### src/rtl/bch_enc_pkg.sv
// Shared constants, FSM state encoding and configuration check for the BCH encoder/decoder pair.
package bch_enc_pkg;

  localparam int N_MAX   = 1023;
  localparam int T_MAX   = 4;
  localparam int M_MAX   = 10;
  localparam int PAR_MAX = M_MAX * T_MAX;

  typedef enum logic [1:0] {
    ST_IDLE = 2'd0,
    ST_MSG  = 2'd1,
    ST_PAR  = 2'd2
  } state_e;

  // A code is usable only if the field, parity length and generator constant term are consistent.
  function automatic logic bch_cfg_valid(
    input logic [9:0] n,
    input logic [3:0] t,
    input logic [3:0] m,
    input logic       g0
  );
    logic [7:0]  p;
    logic [15:0] n_lim;
    p     = {4'd0, m} * {4'd0, t};
    n_lim = (16'd1 << m) - 16'd1;
    return (m >= 4'd3) && (m <= 4'(M_MAX)) &&
           (t >= 4'd1) && (t <= 4'(T_MAX)) &&
           ({2'b00, p} < n) &&
           ({6'd0, n} <= n_lim) &&
           ({1'b0, n} <= 11'(N_MAX)) &&
           g0;
  endfunction

endpackage

### src/rtl/bch_par_lfsr.sv
// Masked generator-polynomial LFSR holding the running parity remainder for p active bits.
module bch_par_lfsr
  import bch_enc_pkg::*;
(
  input  logic               clk,
  input  logic               rst,
  input  logic               clr,
  input  logic               shift,
  input  logic               feed,
  input  logic               din,
  input  logic [7:0]         p,
  input  logic [PAR_MAX-1:0] g_poly,
  output logic               msb
);

  logic [PAR_MAX-1:0] r_q;
  logic [PAR_MAX-1:0] r_d;
  logic [PAR_MAX-1:0] mask;
  logic [PAR_MAX-1:0] top;
  logic               fb;

  always_comb begin
    mask = '0;
    for (int i = 0; i < PAR_MAX; i++) begin
      mask[i] = (8'(i) < p);
    end
  end

  // The highest set mask bit selects r[p-1] without a variable index.
  assign top = mask ^ (mask >> 1);
  assign msb = |(r_q & top);
  assign fb  = feed & (din ^ msb);

  always_comb begin
    r_d = r_q;
    if (clr) begin
      r_d = '0;
    end else if (shift) begin
      r_d = ((r_q << 1) ^ (fb ? g_poly : '0)) & mask;
    end
  end

  always_ff @(posedge clk) begin
    if (rst) begin
      r_q <= '0;
    end else begin
      r_q <= r_d;
    end
  end

endmodule

### src/rtl/bch_enc_core.sv
// Bit-serial systematic BCH encoder: message pass-through followed by LFSR parity, one bit per beat.
module bch_enc_core
  import bch_enc_pkg::*;
(
  input  logic               clk,
  input  logic               rst,
  input  logic               start,
  input  logic [9:0]         n,
  input  logic [3:0]         t,
  input  logic [3:0]         m,
  input  logic [PAR_MAX-1:0] g_poly,
  input  logic               in_valid,
  output logic               in_ready,
  input  logic               in_bit,
  output logic               out_valid,
  input  logic               out_ready,
  output logic               out_bit,
  output logic               out_last,
  output logic               busy,
  output logic               done,
  output logic               cfg_err
);

  state_e             state_q, state_d;
  logic [9:0]         cnt_q, cnt_d;
  logic [9:0]         k_q, k_d;
  logic [7:0]         p_q, p_d;
  logic [PAR_MAX-1:0] g_q, g_d;
  logic               done_q, done_d;
  logic               cfg_err_q, cfg_err_d;

  logic [7:0]         p_calc;
  logic [9:0]         p_ext;
  logic               lfsr_clr;
  logic               lfsr_shift;
  logic               lfsr_feed;
  logic               lfsr_msb;

  assign p_calc = {4'd0, m} * {4'd0, t};
  assign p_ext  = {2'b00, p_q};

  // Message bits pass straight through; parity comes from the LFSR once k bits have been accepted.
  always_comb begin
    state_d    = state_q;
    cnt_d      = cnt_q;
    k_d        = k_q;
    p_d        = p_q;
    g_d        = g_q;
    done_d     = 1'b0;
    cfg_err_d  = cfg_err_q;
    lfsr_clr   = 1'b0;
    lfsr_shift = 1'b0;
    lfsr_feed  = 1'b0;
    in_ready   = 1'b0;
    out_valid  = 1'b0;
    out_bit    = 1'b0;
    case (state_q)
      ST_IDLE: begin
        if (start) begin
          if (bch_cfg_valid(n, t, m, g_poly[0])) begin
            state_d   = ST_MSG;
            cnt_d     = '0;
            lfsr_clr  = 1'b1;
            cfg_err_d = 1'b0;
            p_d       = p_calc;
            k_d       = n - {2'b00, p_calc};
            g_d       = g_poly;
          end else begin
            done_d    = 1'b1;
            cfg_err_d = 1'b1;
          end
        end
      end
      ST_MSG: begin
        out_valid = in_valid;
        in_ready  = out_ready;
        out_bit   = in_bit;
        if (in_valid && out_ready) begin
          lfsr_shift = 1'b1;
          lfsr_feed  = 1'b1;
          if (cnt_q == k_q - 10'd1) begin
            cnt_d   = '0;
            state_d = ST_PAR;
          end else begin
            cnt_d = cnt_q + 10'd1;
          end
        end
      end
      ST_PAR: begin
        out_valid = 1'b1;
        out_bit   = lfsr_msb;
        if (out_ready) begin
          lfsr_shift = 1'b1;
          if (cnt_q == p_ext - 10'd1) begin
            cnt_d   = '0;
            state_d = ST_IDLE;
            done_d  = 1'b1;
          end else begin
            cnt_d = cnt_q + 10'd1;
          end
        end
      end
      default: begin
        state_d = ST_IDLE;
      end
    endcase
  end

  always_ff @(posedge clk) begin
    if (rst) begin
      state_q   <= ST_IDLE;
      cnt_q     <= '0;
      k_q       <= '0;
      p_q       <= '0;
      g_q       <= '0;
      done_q    <= 1'b0;
      cfg_err_q <= 1'b0;
    end else begin
      state_q   <= state_d;
      cnt_q     <= cnt_d;
      k_q       <= k_d;
      p_q       <= p_d;
      g_q       <= g_d;
      done_q    <= done_d;
      cfg_err_q <= cfg_err_d;
    end
  end

  assign out_last = (state_q == ST_PAR) && (cnt_q == p_ext - 10'd1);
  assign busy     = (state_q != ST_IDLE);
  assign done     = done_q;
  assign cfg_err  = cfg_err_q;

  bch_par_lfsr u_lfsr (
    .clk    (clk),
    .rst    (rst),
    .clr    (lfsr_clr),
    .shift  (lfsr_shift),
    .feed   (lfsr_feed),
    .din    (in_bit),
    .p      (p_q),
    .g_poly (g_q),
    .msb    (lfsr_msb)
  );

endmodule

### config.mk
export PLATFORM = sky130hd
export DESIGN_NAME = bch_enc_core
export DESIGN_NICKNAME = d
export VERILOG_FILES = /design/src/rtl/bch_enc_pkg.sv /design/src/rtl/bch_par_lfsr.sv /design/src/rtl/bch_enc_core.sv
export SDC_FILE = /design/constraint.sdc
export NUM_CORES = 1
export LEC_CHECK = 0
export ABC_AREA = 1
export BUFFER_PORTS_ARGS = -buffer_cell sky130_fd_sc_hd__buf_2
export CORE_MARGIN = 2
export CORE_UTILIZATION = 40
export DETAILED_ROUTE_END_ITERATION = 10
export PLACE_DENSITY_LB_ADDON = 0.12
export SLEW_MARGIN = 20
export SYNTH_ARGS = -nofsm -noshare
export SYNTH_HDL_FRONTEND = slang
export SYNTH_SLANG_ARGS = --single-unit
### constraint.sdc
create_clock -name clk -period 5.35 [get_ports clk]
set_input_delay 0.2675 -clock clk [delete_from_list [all_inputs] [get_ports clk]]
set_output_delay 0.2675 -clock clk [all_outputs]
set_load 0.01 [all_outputs]
## Yosys cells after proc, flatten, opt, wreduce, memory -nomap -nowiden

Index checks and enable logic that the tools add are counted.
W data, S select, Z words.

| storage, ports and cells | value |
|---|---|
| bits of input ports | 64 |
| word-level logic and storage cells | 124 |
| output and inout port bits | 7 |
| bits in registers | 112 |

| cells by class | value |
|---|---|
| add/subtract/negate cells | 5 |
| reduce and logical (&&, ||, !) cells | 17 |
| equality and inequality tests | 10 |
| shift operators | 1 |
| magnitude comparators | 46 |
| multipliers | 1 |
| bitwise gates (word level) | 6 |
| mux-type cells | 30 |

Operators by type and width:

| cell | number |
|---|---|
| $lt A5 B8 Y1 const A | 16 |
| $and A40 B40 Y40 | 2 |
| $lt A4 B8 Y1 const A | 8 |
| $lt A6 B8 Y1 const A | 8 |
| $mux W10 | 6 |
| $mux W40 | 1 |
| $reduce_or A40 Y1 | 1 |
| $xor A40 B39 Y40 | 1 |
| $xor A40 B40 Y40 | 1 |
| $lt A3 B8 Y1 const A | 4 |
| $pmux W10 S3 | 1 |
| $eq A10 B10 Y1 | 2 |
| $le A10 B16 Y1 | 1 |
| $lt A1 B8 Y1 const A | 2 |
| $lt A2 B8 Y1 const A | 2 |
| $shl A1 B4 Y16 const A | 1 |
| $sub A16 B1 Y16 const B | 1 |
| $mux W2 | 6 |
| $ne A2 B2 Y1 const B | 6 |
| $mux W1 | 11 |
| $add A10 B1 Y10 const B | 1 |
| $lt A8 B10 Y1 | 1 |
| $sub A10 B1 Y10 const B | 1 |
| $sub A10 B8 Y10 | 1 |
| other kinds (21) | 31 |

## Depth between registers and ports, before layout

| depth | value |
|---|---|
| word-level depth | 11 |
| gate-level depth with buffers | 26 |
| depth with buffers taken out | 25 |

## Modules after synthesis

Synthesis repeated with hierarchy kept, for this count alone.

| unflattened totals | value |
|---|---|
| cells, all modules | 1343 |
| area total of the unflattened synthesis | 8220.4 µm² |

Modules (own cells, without submodules):

| module | seq. area each (µm²) | area each (µm²) | cells an instance | instances |
|---|---|---|---|---|
| bch_enc_core | 1441.4 | 4908.5 | 752 | 1 |
| bch_par_lfsr | 800.8 | 3311.9 | 591 | 1 |

## Least setup slack after synthesis

OpenSTA, ideal clock, no wires.

| timing path | value |
|---|---|
| path kind | input port to flip-flop |
| start point | input port m[0] |
| end point | register u_lfsr.r_q[0] |
| buffers on the path | 3 |
| data arrival time | 4.332 ns |
| library setup time | 0.120 ns |
| slack | 0.899 ns |
| required time | 5.230 ns |
| stages | 25 |
| path through | clkbuf_1 nand2_1 fa_1 inv_1 fa_1 ha_1 a21oi_1 nand2_1 a21o_1 a21oi_1 xor2_1 ha_1 nand2_1 nor2_1 nand2_1 o211ai_1 nand2_1 a211oi_1 nand2_1 nor2_2 inv_2 nand2_1 buf_2 buf_2 a21oi_1 |

| on the way | value |
|---|---|
| word-level cells in the longest chain between the ends | 11 |
| elaborated cells between the ends (all ways) | 17 |
| classes of those cells | add/sub (1); mul (1); order compare (4); shift (1); mux (3); reduce/logical (7) |

RTL lines:

| item | line | source |
|---|---|---|
| from (decl) | bch_enc_core.sv:10 | `input logic [3:0] m,` |
| parallel branches: the longest is 5 deep, another holds $lt A8 B10 Y1 | -- |  |
| $logic_and A1 B1 Y1 * | bch_enc_pkg.sv:28 | `({2'b00, p} < n) &&` |
| $logic_and A1 B1 Y1 * | bch_enc_pkg.sv:30 | `({1'b0, n} <= 11'(N_MAX)) &&` |
| $mux W1 * | bch_enc_core.sv:60 | `if (bch_cfg_valid(n, t, m, g_poly[0])) begin` |
| $mux W1 * | bch_enc_core.sv:59 | `if (start) begin` |
| $mux W1 * | bch_enc_core.sv:57 | `case (state_q)` |
| $reduce_or A2 Y1 (no line) * | -- |  |
| to (signal assigned) | bch_par_lfsr.sv:47 | `r_q <= r_d;` |
| to (decl) | bch_par_lfsr.sv:16 | `logic [PAR_MAX-1:0] r_q;` |

Every way passes the cells marked *.
A chain may end at the register's enable or synchronous reset.

## Worst setup path in the final report

| timing path | value |
|---|---|
| start point | input port m[0] |
| end point | register cnt_q[8] |

| on the way | value |
|---|---|
| word-level cells in the longest chain between the ends | 9 |
| elaborated cells between the ends (all ways) | 15 |
| classes of those cells | add/sub (1); mul (1); order compare (4); eq/ne (1); shift (1); reduce/logical (7) |

RTL lines:

| item | line | source |
|---|---|---|
| parallel branches: the longest is 5 deep, another holds $lt A8 B10 Y1 | -- |  |
| $logic_and A1 B1 Y1 * | bch_enc_pkg.sv:28 |  |
| $logic_and A1 B1 Y1 * | bch_enc_pkg.sv:30 |  |
| $ne A2 B2 Y1 (no line) * | -- |  |
| $reduce_and A5 Y1 (no line) * | -- |  |
| to (signal assigned) | bch_enc_core.sv:120 | `cnt_q <= cnt_d;` |
| to (decl) | bch_enc_core.sv:25 | `logic [9:0] cnt_q, cnt_d;` |

Marks and branches as above.

==> flow_summary_export.csv <==
group,metric,value,unit
worst_setup_path,critPathKind,"in -> reg",
logic_synthesis,yosysSeqAreaShare,0.285,
routing,drcViolationCount,0,
logic_synthesis,synthTopCellsByCount,"359 x nand2_1, 144 x nand3_1, 126 x inv_1",
routing,antenna_left,0,
logic_synthesis,synth_fp_nets,1363,
routing,via_count,7921,
pwr,p_int,1390,µW
timing,hold_viol,0,
worst_setup_path,crit_arrival,4.70,ns
logic_synthesis,syn_inst,1255,
run,maxCapViolations,0,
placement,dp_hpwl,16.2,mm
clock_tree,cts_num_sinks,112,
worst_setup_path,cp-end-kind,"flop",
logic_synthesis,synth_cell_types,34,
timing,setup_tns,0,ns
clock_tree,cts_made_buffers,9,
global_route,grt_pass1_wl,36.2,mm
clock_tree,cts_max_level,3,
floorplanning,dieArea,0.0208,mm²
worst_setup_path,cp_num_buf_inv,3,
floorplanning,core.rowCount,51,
floorplanning,die_w,144,µm
finish,area_delta_synth_final,10.2,%
logic_synthesis,yosysMostFrequentCell,"nand2_1",
worst_setup_path,path_common_cell,"nand2_1",
logic_synthesis,synth_top_flop_cell,"dfxtp_1",
routing,drt-met1-wl,10.1,mm
routing,routed.top_layer,"met4",
timing,setup_viol,0,
clock_tree,clk_pin_slew,0.08,ns
logic_synthesis,syn-cell-area,0.00786,mm²
worst_setup_path,crit_slowest_cell,"fa_1",
timing,slew_viol_final,0,
floorplanning,initial_core_util,0.405,
worst_setup_path,path_max_fanout,9,
logic_synthesis,yosys-top-cells-area,"dfxtp_1 29%, nand2_1 17%, nand3_1 9.2%",
global_route,antenna_found_initial,0,
timing,finalCriticalPeriod,4.45,ns
pwr,p_comb_frac,0.226,
global_route,grt_max_degree,53,
routing,routed_via_density,5.09,
timing,grt_setup_unrepaired,"false",
worst_setup_path,reg2reg_slack,1.52,ns
clock_tree,post_cts_buffers,0,
floorplanning,io_pins,71,
finish,n_antenna_cell,0,
logic_synthesis,syn_avg_cell_area,6.26,µm²
routing,wl_per_cell,13.9,µm
timing,fin_crit_sh,0.831,
global_route,grt_pass1_vias,7504,
worst_setup_path,cp-start-kind,"input pin",
logic_synthesis,synth_warnings,0,
routing,initialDrtViolationCount,428,
worst_setup_path,required,5.60,ns
global_route,globalRouteTotalUtil,0.216,
placement,port_buffers,70,
clock_tree,clk_latency,0.36,ns
clock_tree,clockRootBuffer,"clkbuf_16",
logic_synthesis,async_reset_ff_frac,0,
routing,dr.pass1.iters,5,
worst_setup_path,crit_family,"adder cells",
pwr,leakagePower,0.00369,µW
floorplanning,die_h,144,µm
pwr,p_total,2040,µW
pwr,p_sw_frac,0.317,
min_path,hold_path.class,"in -> reg",
clock_tree,clockBufferDepth,2,
finish,drive_gt1_frac,0.0891,
timing,fin_skew,0.0131,ns
routing,wl_met3,665,µm
pwr,seqPwrFrac,0.429,
routing,met2_length,10.4,mm
logic_synthesis,ys_seq_elements,112,
logic_synthesis,yosysTopAreaCell,"dfxtp_1",
clock_tree,post_cts_resized,0,
timing,relSlewSlack,0.334,
pwr,netSwitchingPower,646,µW
worst_setup_path,slowest_delay,0.54,ns
timing,fmax,0.225,GHz
floorplanning,core-area,0.0194,mm²
routing,wl,21.6,mm
logic_synthesis,synth_top_area_share,0.285,
timing,worstMarginPinSlew,0.995,ns
pwr,clkPwrFrac,0.345,
status,run_status,"complete, no violations",
clock_tree,cts_tree,"done",
clock_tree,postCtsHoldBufs,0,
pwr,p_per_area,236,mW/mm²
pwr,ir_drop,0.142,mV
logic_synthesis,synth_edf_count,0,
global_route,grt_overflow,0,
finish,nets,1393,
placement,gp_congestion,0.878,
-- final timing paths --
path / startpoint / end / cells after the start
hold / removal: g_poly[36] / g_q[36]$_SDFFE_PP0P_ / 3
hold reg to reg: cfg_err$_SDFFE_PP0P_ / cfg_err$_SDFFE_PP0P_ / 2
setup / recovery: m[0] / cnt_q[8]$_SDFFE_PP0P_ / 25
setup reg to reg: p_q[4]$_SDFFE_PP0P_ / u_lfsr.r_q[15]$_SDFFE_PP0P_ / 18
-- through the flow --
step / hold WS, ns / worst slack (ns) / cell area, µm² / util / std cells
global route: 0.155 / 0.457 / 8660 / 0.446 / 1555
detailed placement: 0.463 / 0.558 / 8350 / 0.431 / 1539
CTS: 0.140 / 0.922 / 8660 / 0.446 / 1555
finish: 0.149 / 0.902 / 8660 / 0.446 / 1555
floorplan: 0.411 / 0.899 / 7860 / - / 1255
global placement: 0.460 / 0.631 / 8350 / 0.431 / 1539
-- layout make-up --
class | instances | area, µm²
clock buffers | 10 | 239
clock inverters | 6 | 68.8
fillers | 2167 | 10700
inverters | 133 | 499
multi-input cells | 950 | 4850
flip-flops and latches | 112 | 2240
well taps | 265 | 332
repair buffers | 79 | 430
-- state kept, by name, summed over array words and instances (netlist names) --
name,flops
cfg_err,1
u_lfsr.r_q,40
done,1
state_q,2
p_q,8
g_q,40
k_q,10
cnt_q,10
-- per-layer routing --
metal	up-vias	track usage
li1	4156	-
met1	3614	0.271
met2	124	0.388
met3	27	0.0295
met4	0	0.0593
met5	-	0
-- layout by cell type, fill, tap and decap left out, types with 2 or more instances in the layout --
master,count
nand4_1,44
buf_4,8
xor2_1,31
ha_1,39
fa_1,5
xnor2_1,12
o22ai_1,16
nand3b_1,3
nor2_2,7
a21oi_1,115
o21ai_0,22
clkbuf_16,9
o211ai_1,2
nor2_1,115
dfxtp_1,112
a21o_1,2
nor3_1,15
buf_2,70
inv_1,126
a211oi_1,3
nand2_2,4
nand3_1,144
nor4_1,2
clkinv_4,3
inv_2,6
nor3b_1,3
nand2_1,357
nor2_4,2
a31oi_1,2
-- power by group through the flow --
| stage | logic [µW] | clock network (µW) | registers (µW) |
|---|---|---|---|
| after floorplan | 340 | 0 | 889 |
| after global placement | 461 | 0 | 895 |
| after detailed placement | 463 | 0 | 895 |
| after CTS | 465 | 723 | 875 |
| after global routing | 529 | 756 | 879 |
| final | 461 | 703 | 875 |
-- logic make-up (layout without fill, tap and decap cells) --
| group | after synthesis | after routing | synth area share |
|---|---|---|---|
| DFF | 112 | 112 | 0.285 |
| AOI/OAI and AO/OA | 167 | 167 | 0.114 |
| adders and majority gates | 44 | 44 | 0.0749 |
| xor gates and xnor gates | 43 | 43 | 0.0479 |
| buffers and inverters | 193 | 228 | 0.0997 |
| and+or+nand+nor | 696 | 696 | 0.379 |
-- worst reg2reg max path, stage by stage, from the launching register on --
cell     delay, ns
dfxtp_1       0.44
nor2_2        0.23
nand2_2       0.37
inv_2         0.34
nand2_1       0.11
inv_1         0.09
nand2_1       0.05
nand3_1       0.10
nand3_1       0.09
nor2_1        0.17
nand2_1       0.09
nor2_1        0.15
nand3_1       0.11
nand2_2       0.51
buf_4         0.50
nand3_1       0.16
nand2_1       0.08
nand3_1       0.06
a21oi_1       0.14
Power figures use the tool's default switching activity.
